## config.mk

```make
export PLATFORM = sky130hd
export DESIGN_NAME = sum_stream_accumulator_flat
export DESIGN_NICKNAME = d
export VERILOG_FILES = /design/src/rtl/sum_stream_accumulator_if.sv /design/src/rtl/sum_stream_accumulator.sv /design/src/flat_wrapper.sv
export SDC_FILE = /design/constraint.sdc
export NUM_CORES = 1
export LEC_CHECK = 0
export BUFFER_PORTS_ARGS = -buffer_cell sky130_fd_sc_hd__buf_2
export CORE_UTILIZATION = 40
export CTS_CLUSTER_SIZE = 20
export DETAILED_ROUTE_END_ITERATION = 8
export MAX_ROUTING_LAYER = met4
export PLACE_DENSITY = 0.63
export SLEW_MARGIN = 20
export SYNTH_ARGS = -nofsm -noshare
export SYNTH_HDL_FRONTEND = slang
export SYNTH_SLANG_ARGS = --single-unit
```

## constraint.sdc

```tcl
create_clock -name clock -period 2.25 [get_ports clock]
set_input_delay 0.675 -clock clock [delete_from_list [all_inputs] [get_ports clock]]
set_output_delay 0.675 -clock clock [all_outputs]
set_load 0.005 [all_outputs]
```

## src/rtl/sum_stream_accumulator_if.sv

```systemverilog
// Sum-in / total-out handshake bundle for sum_stream_accumulator.
// max_data exists only when SUM_STREAM_ACC_MAX_EN is defined.
interface sum_stream_accumulator_if #(
    parameter int DATA_WIDTH = 8,
    parameter int ACC_WIDTH  = 13
);
    logic [DATA_WIDTH:0]  sum_data;
    logic                 sum_valid;
    logic                 sum_ready;
    logic [ACC_WIDTH-1:0] total_data;
    logic                 total_valid;
    logic                 total_ready;
`ifdef SUM_STREAM_ACC_MAX_EN
    logic [DATA_WIDTH:0]  max_data;
`endif

    modport slave (
        input  sum_data,
        input  sum_valid,
        output sum_ready,
        output total_data,
        output total_valid,
`ifdef SUM_STREAM_ACC_MAX_EN
        output max_data,
`endif
        input  total_ready
    );

    modport master (
        output sum_data,
        output sum_valid,
        input  sum_ready,
        input  total_data,
        input  total_valid,
`ifdef SUM_STREAM_ACC_MAX_EN
        input  max_data,
`endif
        output total_ready
    );
endinterface

```

## src/rtl/sum_stream_accumulator.sv

```systemverilog
// Reduces each frame of STREAM_LENGTH adder sums to one registered total beat.
// Optional macro SUM_STREAM_ACC_MAX_EN adds max_data (largest sum accepted in the frame).
module sum_stream_accumulator #(
    parameter int DATA_WIDTH    = 8,
    parameter int STREAM_LENGTH = 16,
    parameter int ACC_WIDTH     = DATA_WIDTH + 1 + $clog2(STREAM_LENGTH)
) (
    input  logic                    clock,
    input  logic                    reset,
    input  logic                    clear,
    sum_stream_accumulator_if.slave bus,
    output logic [15:0]             total_count
);
    localparam int CNT_W = (STREAM_LENGTH > 1) ? $clog2(STREAM_LENGTH) : 1;
    localparam logic [CNT_W-1:0] LAST_BEAT = CNT_W'(STREAM_LENGTH - 1);

    typedef enum logic [0:0] {ST_ACCUM = 1'b0, ST_HOLD = 1'b1} state_t;

    state_t               r_state;
    state_t               w_next_state;
    logic [ACC_WIDTH-1:0] r_acc;
    logic [ACC_WIDTH-1:0] r_total_data;
    logic [ACC_WIDTH-1:0] w_acc_sum;
    logic [CNT_W-1:0]     r_beat_cnt;
    logic                 r_sum_ready;
    logic                 r_total_valid;
    logic [15:0]          r_total_count;
    logic                 w_in_hs;
    logic                 w_accept;
    logic                 w_last;
    logic                 w_out_hs;

    // State register.
    always_ff @(posedge clock or negedge reset) begin
        if (!reset) begin
            r_state <= ST_ACCUM;
        end else begin
            r_state <= w_next_state;
        end
    end

    // Next-state decode and handshake qualification; clear outranks both handshakes.
    always_comb begin
        w_next_state = r_state;
        w_in_hs      = 1'b0;
        w_out_hs     = 1'b0;
        case (r_state)
            ST_ACCUM: begin
                w_in_hs = bus.sum_valid && r_sum_ready;
                if (clear) begin
                    w_next_state = ST_ACCUM;
                end else if (w_in_hs && (r_beat_cnt == LAST_BEAT)) begin
                    w_next_state = ST_HOLD;
                end else begin
                    w_next_state = ST_ACCUM;
                end
            end
            ST_HOLD: begin
                w_out_hs = r_total_valid && bus.total_ready;
                if (clear || w_out_hs) begin
                    w_next_state = ST_ACCUM;
                end else begin
                    w_next_state = ST_HOLD;
                end
            end
            default: begin
                w_next_state = ST_ACCUM;
            end
        endcase
        w_accept  = w_in_hs && !clear;
        w_last    = w_accept && (r_beat_cnt == LAST_BEAT);
        w_acc_sum = r_acc + ACC_WIDTH'(bus.sum_data);
    end

    // Accumulator, beat counter and registered output stream.
    always_ff @(posedge clock or negedge reset) begin
        if (!reset) begin
            r_acc         <= {ACC_WIDTH{1'b0}};
            r_beat_cnt    <= {CNT_W{1'b0}};
            r_sum_ready   <= 1'b0;
            r_total_data  <= {ACC_WIDTH{1'b0}};
            r_total_valid <= 1'b0;
            r_total_count <= 16'd0;
        end else begin
            // Ready is a pure decode of the upcoming state, so total_ready never reaches sum_ready combinationally.
            r_sum_ready <= (w_next_state == ST_ACCUM);
            if (clear) begin
                r_acc         <= {ACC_WIDTH{1'b0}};
                r_beat_cnt    <= {CNT_W{1'b0}};
                r_total_valid <= 1'b0;
            end else if (w_last) begin
                r_total_data  <= w_acc_sum;
                r_total_valid <= 1'b1;
                r_acc         <= {ACC_WIDTH{1'b0}};
                r_beat_cnt    <= {CNT_W{1'b0}};
            end else if (w_accept) begin
                r_acc      <= w_acc_sum;
                r_beat_cnt <= r_beat_cnt + CNT_W'(1);
            end else if (w_out_hs) begin
                r_total_valid <= 1'b0;
                r_total_count <= r_total_count + 16'd1;
            end else begin
                r_acc <= r_acc;
            end
        end
    end

`ifdef SUM_STREAM_ACC_MAX_EN
    logic [DATA_WIDTH:0] r_run_max;
    logic [DATA_WIDTH:0] r_max_data;
    logic [DATA_WIDTH:0] w_beat_max;

    // Running maximum including the beat currently presented.
    always_comb begin
        if (bus.sum_data > r_run_max) begin
            w_beat_max = bus.sum_data;
        end else begin
            w_beat_max = r_run_max;
        end
    end

    // Frame maximum tracks the same accept/last/clear events as the accumulator.
    always_ff @(posedge clock or negedge reset) begin
        if (!reset) begin
            r_run_max  <= {(DATA_WIDTH + 1){1'b0}};
            r_max_data <= {(DATA_WIDTH + 1){1'b0}};
        end else if (clear) begin
            r_run_max  <= {(DATA_WIDTH + 1){1'b0}};
            r_max_data <= {(DATA_WIDTH + 1){1'b0}};
        end else if (w_last) begin
            r_run_max  <= {(DATA_WIDTH + 1){1'b0}};
            r_max_data <= w_beat_max;
        end else if (w_accept) begin
            r_run_max <= w_beat_max;
        end else begin
            r_run_max <= r_run_max;
        end
    end

    assign bus.max_data = r_max_data;
`endif

    assign bus.sum_ready   = r_sum_ready;
    assign bus.total_data  = r_total_data;
    assign bus.total_valid = r_total_valid;
    assign total_count     = r_total_count;
endmodule

```

## src/flat_wrapper.sv

```systemverilog
// flat-port wrapper written by rule: the top's interface ports become plain ports
module sum_stream_accumulator_flat 
#(
    parameter int DATA_WIDTH    = 8,
    parameter int STREAM_LENGTH = 16,
    parameter int ACC_WIDTH     = DATA_WIDTH + 1 + $clog2(STREAM_LENGTH)
)
  (clock, reset, clear, total_count, bus_sum_data, bus_sum_valid, bus_sum_ready, bus_total_data, bus_total_valid, bus_total_ready);
  sum_stream_accumulator_if #(.DATA_WIDTH(DATA_WIDTH), .ACC_WIDTH(ACC_WIDTH)) bus_i ();
  input  logic clock;
  input  logic reset;
  input  logic clear;
  output logic [15:0] total_count;
  input wire logic [$bits(bus_i.sum_data)-1:0] bus_sum_data;
  input wire logic [$bits(bus_i.sum_valid)-1:0] bus_sum_valid;
  output wire logic [$bits(bus_i.sum_ready)-1:0] bus_sum_ready;
  output wire logic [$bits(bus_i.total_data)-1:0] bus_total_data;
  output wire logic [$bits(bus_i.total_valid)-1:0] bus_total_valid;
  input wire logic [$bits(bus_i.total_ready)-1:0] bus_total_ready;
  assign bus_i.sum_data = bus_sum_data;
  assign bus_i.sum_valid = bus_sum_valid;
  assign bus_sum_ready = bus_i.sum_ready;
  assign bus_total_data = bus_i.total_data;
  assign bus_total_valid = bus_i.total_valid;
  assign bus_i.total_ready = bus_total_ready;
  sum_stream_accumulator #(.DATA_WIDTH(DATA_WIDTH), .STREAM_LENGTH(STREAM_LENGTH), .ACC_WIDTH(ACC_WIDTH)) u_core (.clock(clock), .reset(reset), .clear(clear), .bus(bus_i), .total_count(total_count));
endmodule
```

==> results of run 1 <==
## cell type report
class,instances,area (um^2)
Inverter,6,22.5
Tap cell,75,93.8
Timing Repair Buffer,61,360
Sequential cell,49,1230
Fill cell,577,2920
Multi-Input combinational cell,175,1200
Clock inverter,3,25.0
Clock buffer,5,68.8
## layer usage
metal | vias up | track usage (%)
met3 | 6 | 3.98
met2 | 28 | 26.2
met4 | 0 | 5.00
met5 | - | -
li1 | 963 | -
met1 | 907 | 24.4
## cells in the final DEF (no fill, tap or decap), types with 2 or more instances in the layout
cell	n
a211oi_1	2
a21o_1	5
a21oi_1	9
a22o_1	6
a31oi_1	2
and3_1	5
buf_2	44
buf_4	16
clkbuf_8	5
dfrtp_1	49
ha_1	11
inv_1	6
mux2_2	4
nand2_1	36
nand3_1	10
nand4_1	4
nor2_1	9
nor3_2	2
o211ai_1	3
o21ai_0	15
or3_1	7
xnor2_1	17
xor2_1	9
## cells in the mapped netlist, drive strengths merged, types with 3 or more instances
library cell and n:
dfrtp 49, nand2 36, xnor2 17, o21ai 16, ha 11, a21oi 10, nand3 10, nor2 9
xor2 9, or3 7, a22o 6, inv 6, a21o 5, and3 5, buf 4, mux2 4
nand4 4, o211ai 3
## metrics by stage
| stage | hold WS (ps) | setup WS, ps | setup TNS (ps) | area [um^2] |
|---|---|---|---|---|
| detailed placement | 458 | -191 | -834 | 2900 |
| CTS | 303 | 136 | 0 | 3000 |
| floorplan | 379 | 11.5 | 0 | 2480 |
| finish | 297 | 147 | 0 | 3000 |
| global placement | 453 | -142 | -571 | 2900 |
| global route | 314 | 63.4 | 0 | 3000 |
## cell families after synthesis
kind of cell,Yosys count
buffers and inverters,12
adder cells (fa/ha/maj),12
multiplexers,4
AND/OR/NAND/NOR,84
flip-flops,49
XOR/XNOR,26
AO/OA/AOI/OAI,49
## sequential cells by signal (all words and copies together), names as in the netlist
name / count
u_core.bus.sum_ready: 1
u_core.bus.total_data: 13
u_core.bus.total_valid: 1
u_core.r_acc: 13
u_core.r_beat_cnt: 4
u_core.r_state: 1
u_core.total_count: 16
## report_power, final
group	switching (mW)	internal [mW]	total [mW]
Combinational	0.172	0.159	0.331
Sequential	0.0189	0.906	0.925
Clock	0.311	0.225	0.536
## critical path, stage by stage
cell and delay, ps:
buf_2 80, ha_1 180, inv_1 60, fa_1 390, nand2b_4 170, a21oi_4 180, a2bb2oi_2 120, or4_1 400
nand3_1 90
## final timing paths
| check | endpoint | start |
|---|---|---|
| setup / recovery | u_core.r_acc[12] | bus_sum_data[0] |
| hold / removal | u_core.bus.total_data[0] | reset |
| setup reg to reg | u_core.r_acc[12] | u_core.r_acc[0] |
| hold reg to reg | u_core.total_count[15] | u_core.total_count[15] |
| max in group asynchronous | u_core.bus.total_data[11] | reset |
| min in group clock | u_core.total_count[15] | u_core.total_count[15] |
==> summary.txt, run 1 <==
Critical path
  – Maximum fanout along the worst path: 7
  – Category of the most critical setup path: in2reg
  – Kind of end point of the critical path: flip-flop
  – Startpoint kind of the worst setup timing path: primary input
  – Data required time of the critical path: 2490 ps
  – Worst setup slack for register-to-register paths: 240 ps
  – Depth of the most critical reg-to-reg path: 8
  – Worst Path Arrival: 2350 ps

Logic synthesis
  – Top post-synthesis cells by area: dfrtp_1, xnor2_1, ha_1, nand2_1, xor2_1
  – Complex-gate fraction of the synthesized area: 12.7%
  – Syn nets: 262
  – Most area-hungry cell type in the Yosys netlist: dfrtp_1
  – Most frequently used flop master after synthesis: dfrtp_1
  – Simple-gate share of the synthesized area: 17.7%
  – Mean instance size in the synthesized netlist: 10.4 um^2
  – Sequential area share after synthesis: 50.0%
  – Cell count after synthesis: 236
  – Post-Syn Area: 2450 um^2
  – XOR/XNOR Fraction of Synth Area: 9.29%
  – Yosys Warn Count: 0
  – Post-synth ARST share: 100%
  – Cell variety after synth: 39
  – Number of synthesized register bits: 49
  – Mux contribution to synthesized area: 1.84%
  – Main combinational cell family by area after synthesis: simple AND/OR/NAND/NOR gates
  – Adder-cell area share of the yosys netlist: 6.43%
  – Share of the synthesized area in the top cell type: 50.0%
  – Count of flip-flops with a built-in enable after synthesis: 0

Clock tree
  – Setup Buffers After CTS: 0
  – Max Root-Sink Buffers: 2
  – Post-cts sizing count: 0
  – TritonCTS clock tree: yes
  – TritonCTS Buffers: 5
  – Clock-pin slew reported for the worst setup and hold paths after clock tree synthesis: 100 ps
  – CTS H-tree depth: 2
  – Clock latency of the later-clocked register in the worst-skew pair: 300 ps
  – Root buffer cell: clkbuf_8
  – Number of sinks on the clock net: 49
  – Post-cts hold buffer count: 0

GRT
  – Initial antenna violation count: 0
  – Remaining global-route overflow: 0
  – Via count of the first global-routing pass: 1841
  – All-Layer GR Usage: 17.7%
  – Wire length of the first global-routing pass: 8500 um
  – Pin count of the biggest net entering global routing: 34

Timing
  – Setup repair after global routing missed its margin: no
  – Worst-margin pin slew: 428 ps
  – Count of final hold-check violations: 0
  – Count of pins over their slew limit: 0
  – Portion of the clock cycle consumed by the worst path in the final layout: 93.5%
  – FMAX: 475 MHz
  – Slew Limit Headroom: 71.5%
  – Setup Skew: 7.67 ps
  – Final setup violation count: 0
  – Minimum clock period after layout: 2100 ps

Detailed routing
  – DR vias/cell: 5.09
  – Number of design-rule violations left by the first detailed-router iteration: 78
  – Met2 wire length: 2190 um
  – Total vias in the final route: 1904
  – Post-DR wirelength/cell: 13.0 um
  – Residual DRC count: 0
  – DR WL met3: 160 um
  – Routed metal-1 wirelength: 2480 um
  – Number of nets with antenna violations after routing: 0
  – Number of search-and-repair iterations in the first detailed-routing pass: 4
  – Top routing layer in use: met4
  – Overall routed net length: 4880 um

Layout
  – Utilization of the core after routing: 50.6%
  – Count of inserted antenna diode cells: 0
  – Area overhead of the layout relative to synthesis: 22.2%
  – Fraction of layout cells with a size suffix above 1: 27.4%
  – Finished Layout Cells: 374
  – Total number of nets in the final design: 324

Min path
  – Hold WC Path Type: in2async

Placement
  – IO Port Bufs: 44
  – HPWL after detailed placement: 3590 um
  – Number of placed instances with taps included: 366
  – Routability-driven placement congestion ratio: 0.801

Outcome
  – Status: finished, final reports clean

Pwr
  – Power per unit of standard cell area: 598 nW/um^2
  – Peak supply drop: 0.000256 V
  – Static Leak: 1.54 nW
  – Post-layout power: 1.79 mW

Floorplanning
  – Total core area: 5920 um^2
  – Overall die width: 80.3 um
  – Die footprint: 6450 um^2
  – Number of core rows: 28
  – Initial standard-cell utilization of the core: 41.4%
  – I/O pin total: 45
  – Y dimension of the die: 80.3 um

Run
  – Max-cap viol count: 0
(Power assumes the default switching activity.)
==> run 2: changes to the inputs <==
--- a/config.mk
+++ b/config.mk
@@ -6,11 +6,11 @@
 export NUM_CORES = 1
 export LEC_CHECK = 0
 export BUFFER_PORTS_ARGS = -buffer_cell sky130_fd_sc_hd__buf_2
-export CORE_UTILIZATION = 40
+export CORE_UTILIZATION = 55
 export CTS_CLUSTER_SIZE = 20
 export DETAILED_ROUTE_END_ITERATION = 8
 export MAX_ROUTING_LAYER = met4
-export PLACE_DENSITY = 0.63
+export PLACE_DENSITY = 0.81
 export SLEW_MARGIN = 20
 export SYNTH_ARGS = -nofsm -noshare
 export SYNTH_HDL_FRONTEND = slang
==> summary.txt, run 2 (synthesis gave the netlist of run 1 again) <==
Timing
  – Minimum hold slack: 330 ps
  – Setup repair after global routing missed its margin: no
  – Setup Skew: 7.65 ps
  – FMAX: 485 MHz
  – Worst-margin pin slew: 570 ps
  – Setup ws final: 189 ps
  – Total negative setup slack: 0 ps
  – Minimum clock period after layout: 2060 ps
  – Count of pins over their slew limit: 0
  – Portion of the clock cycle consumed by the worst path in the final layout: 91.6%
  – Slew Limit Headroom: 62.0%
  – Final setup violation count: 0
  – Count of final hold-check violations: 0

Pwr
  – Peak supply drop: 0.000537 V
  – Power per unit of standard cell area: 604 nW/um^2
  – Post-layout power: 1.79 mW
  – Static Leak: 1.54 nW
  – Switching portion of total power: 27.9%
  – Clk pwr share: 29.5%
  – Part of the power in combinational logic: 18.6%
  – Internal Pwr Total: 1.29 mW
  – Sequential group share of total power: 51.9%
  – Switch Pwr: 498 uW

Clock tree
  – TritonCTS Buffers: 5
  – Root buffer cell: clkbuf_8
  – Clock latency of the later-clocked register in the worst-skew pair: 300 ps
  – CTS H-tree depth: 2
  – Clock-pin slew reported for the worst setup and hold paths after clock tree synthesis: 90 ps
  – Post-cts hold buffer count: 0
  – TritonCTS clock tree: yes
  – Number of sinks on the clock net: 49
  – Max Root-Sink Buffers: 2
  – Post-cts sizing count: 0
  – Setup Buffers After CTS: 0

Critical path
  – Kind of end point of the critical path: flip-flop
  – Total buffers and inverters traversed by the critical path: 2
  – Worst Path Arrival: 2290 ps
  – Depth of the most critical reg-to-reg path: 5
  – Critical register-to-register path startpoint: u_core.r_beat_cnt[0]
  – Maximum fanout along the worst path: 7
  – Data required time of the critical path: 2480 ps
  – Startpoint kind of the worst setup timing path: primary input
  – R2r endpoint: u_core.r_acc[12]
  – Cells along the critical path: buf_2, ha_1, inv_1, fa_1, nand2b_4, a21oi_4, a2bb2oi_2, or3_1, a31oi_1
  – Critical path's top delay family: adder cells
  – Worst setup slack for register-to-register paths: 250 ps
  – Slowest Stage Delay on Critical Path: 380 ps
  – Category of the most critical setup path: in2reg
  – Highest-delay cell along the critical path: fa_1

Detailed routing
  – Overall routed net length: 4830 um
  – Number of design-rule violations left by the first detailed-router iteration: 148
  – Post-DR wirelength/cell: 13.9 um
  – Number of nets with antenna violations after routing: 0
  – Residual DRC count: 0
  – Number of search-and-repair iterations in the first detailed-routing pass: 4
  – Total vias in the final route: 1923
  – DR vias/cell: 5.53

GRT
  – Pin count of the biggest net entering global routing: 50
  – Via count of the first global-routing pass: 1756
  – All-Layer GR Usage: 24.1%
  – Wire length of the first global-routing pass: 8160 um
  – Remaining global-route overflow: 0
  – Initial antenna violation count: 0

Placement
  – HPWL after detailed placement: 3540 um
  – Worst slack at placement: -135 ps
  – IO Port Bufs: 44
  – Routability-driven placement congestion ratio: 0.827
  – Placed Area: 2870 um^2

Layout
  – Total number of nets in the final design: 323
  – Combined area of the multi-input logic cells: 1200 um^2
  – Area overhead of the layout relative to synthesis: 20.5%
  – Cell area after layout: 2960 um^2
  – Flip-flop count of the largest register, all copies and words added: 16
  – Fraction of layout cells with a size suffix above 1: 27.2%
  – Number of fillers in the final layout: 322
  – Most frequent standard cell in the layout excluding fill and tap cells: dfrtp_1
  – Highest-count cells in the layout ignoring fill and taps: dfrtp_1, buf_2, nand2_1
  – Count of inserted antenna diode cells: 0
  – Sequential cell area in the final layout: 1230 um^2

Floorplanning
  – Total core area: 4140 um^2
  – Overall die width: 68.8 um
  – Number of core rows: 23
  – Initial standard-cell utilization of the core: 59.2%
  – Die footprint: 4730 um^2
  – I/O pin total: 45
  – Y dimension of the die: 68.8 um

Min path
  – Hold WC Path Type: in2async

Outcome
  – Status: finished, final reports clean

Run
  – Max-cap viol count: 0
[run 2: metal layers]
layer	up-vias	part of all wire, %	GRT usage (%)	wire length, um
met5	-	0	-	0
met4	0	1.2	6.89	58
met3	6	3.0	3.95	143
met2	32	48	38.0	2340
met1	934	47	32.3	2290
li1	951	-	-	-
[run 2: worst max-delay path by stage]
stage / start / end / slack (ps) / depth (start not counted)
2_1_floorplan: bus_sum_data[0] / u_core.r_acc[12] / 10 / 8
3_3_place_gp: bus_sum_data[0] / u_core.r_acc[12] / -100 / 9
3_5_place_dp: bus_sum_data[0] / u_core.r_acc[12] / -140 / 9
4_1_cts: bus_sum_data[0] / u_core.bus.total_data[12] / 190 / 9
5_1_grt: bus_sum_data[0] / u_core.bus.total_data[12] / 70 / 9
6_report: bus_sum_data[0] / u_core.bus.total_data[12] / 190 / 9
[run 2: cell type report]
class,instances,share of cell area (%)
Clock buffer,5,2.33
Clock inverter,3,0.720
Inverter,6,0.762
Multi-Input combinational cell,175,40.6
Sequential cell,49,41.5
Tap cell,50,2.12
Timing Repair Buffer,60,11.9
[run 2: power by group through the flow]
stage          Clock [mW]  Sequential (mW)  Combinational, mW
3_5_place_dp            0            0.945              0.334
2_1_floorplan           0            0.938              0.214
4_1_cts             0.545            0.927              0.335
3_3_place_gp            0            0.943              0.326
5_1_grt             0.578            0.931              0.376
6_report            0.526            0.927              0.333
[run 2: through the flow]
step	util, %	cells
after floorplan	-	236
after global placement	69.1	340
after detailed placement	69.1	340
after CTS	71.3	348
after global routing	71.3	348
final	71.3	348
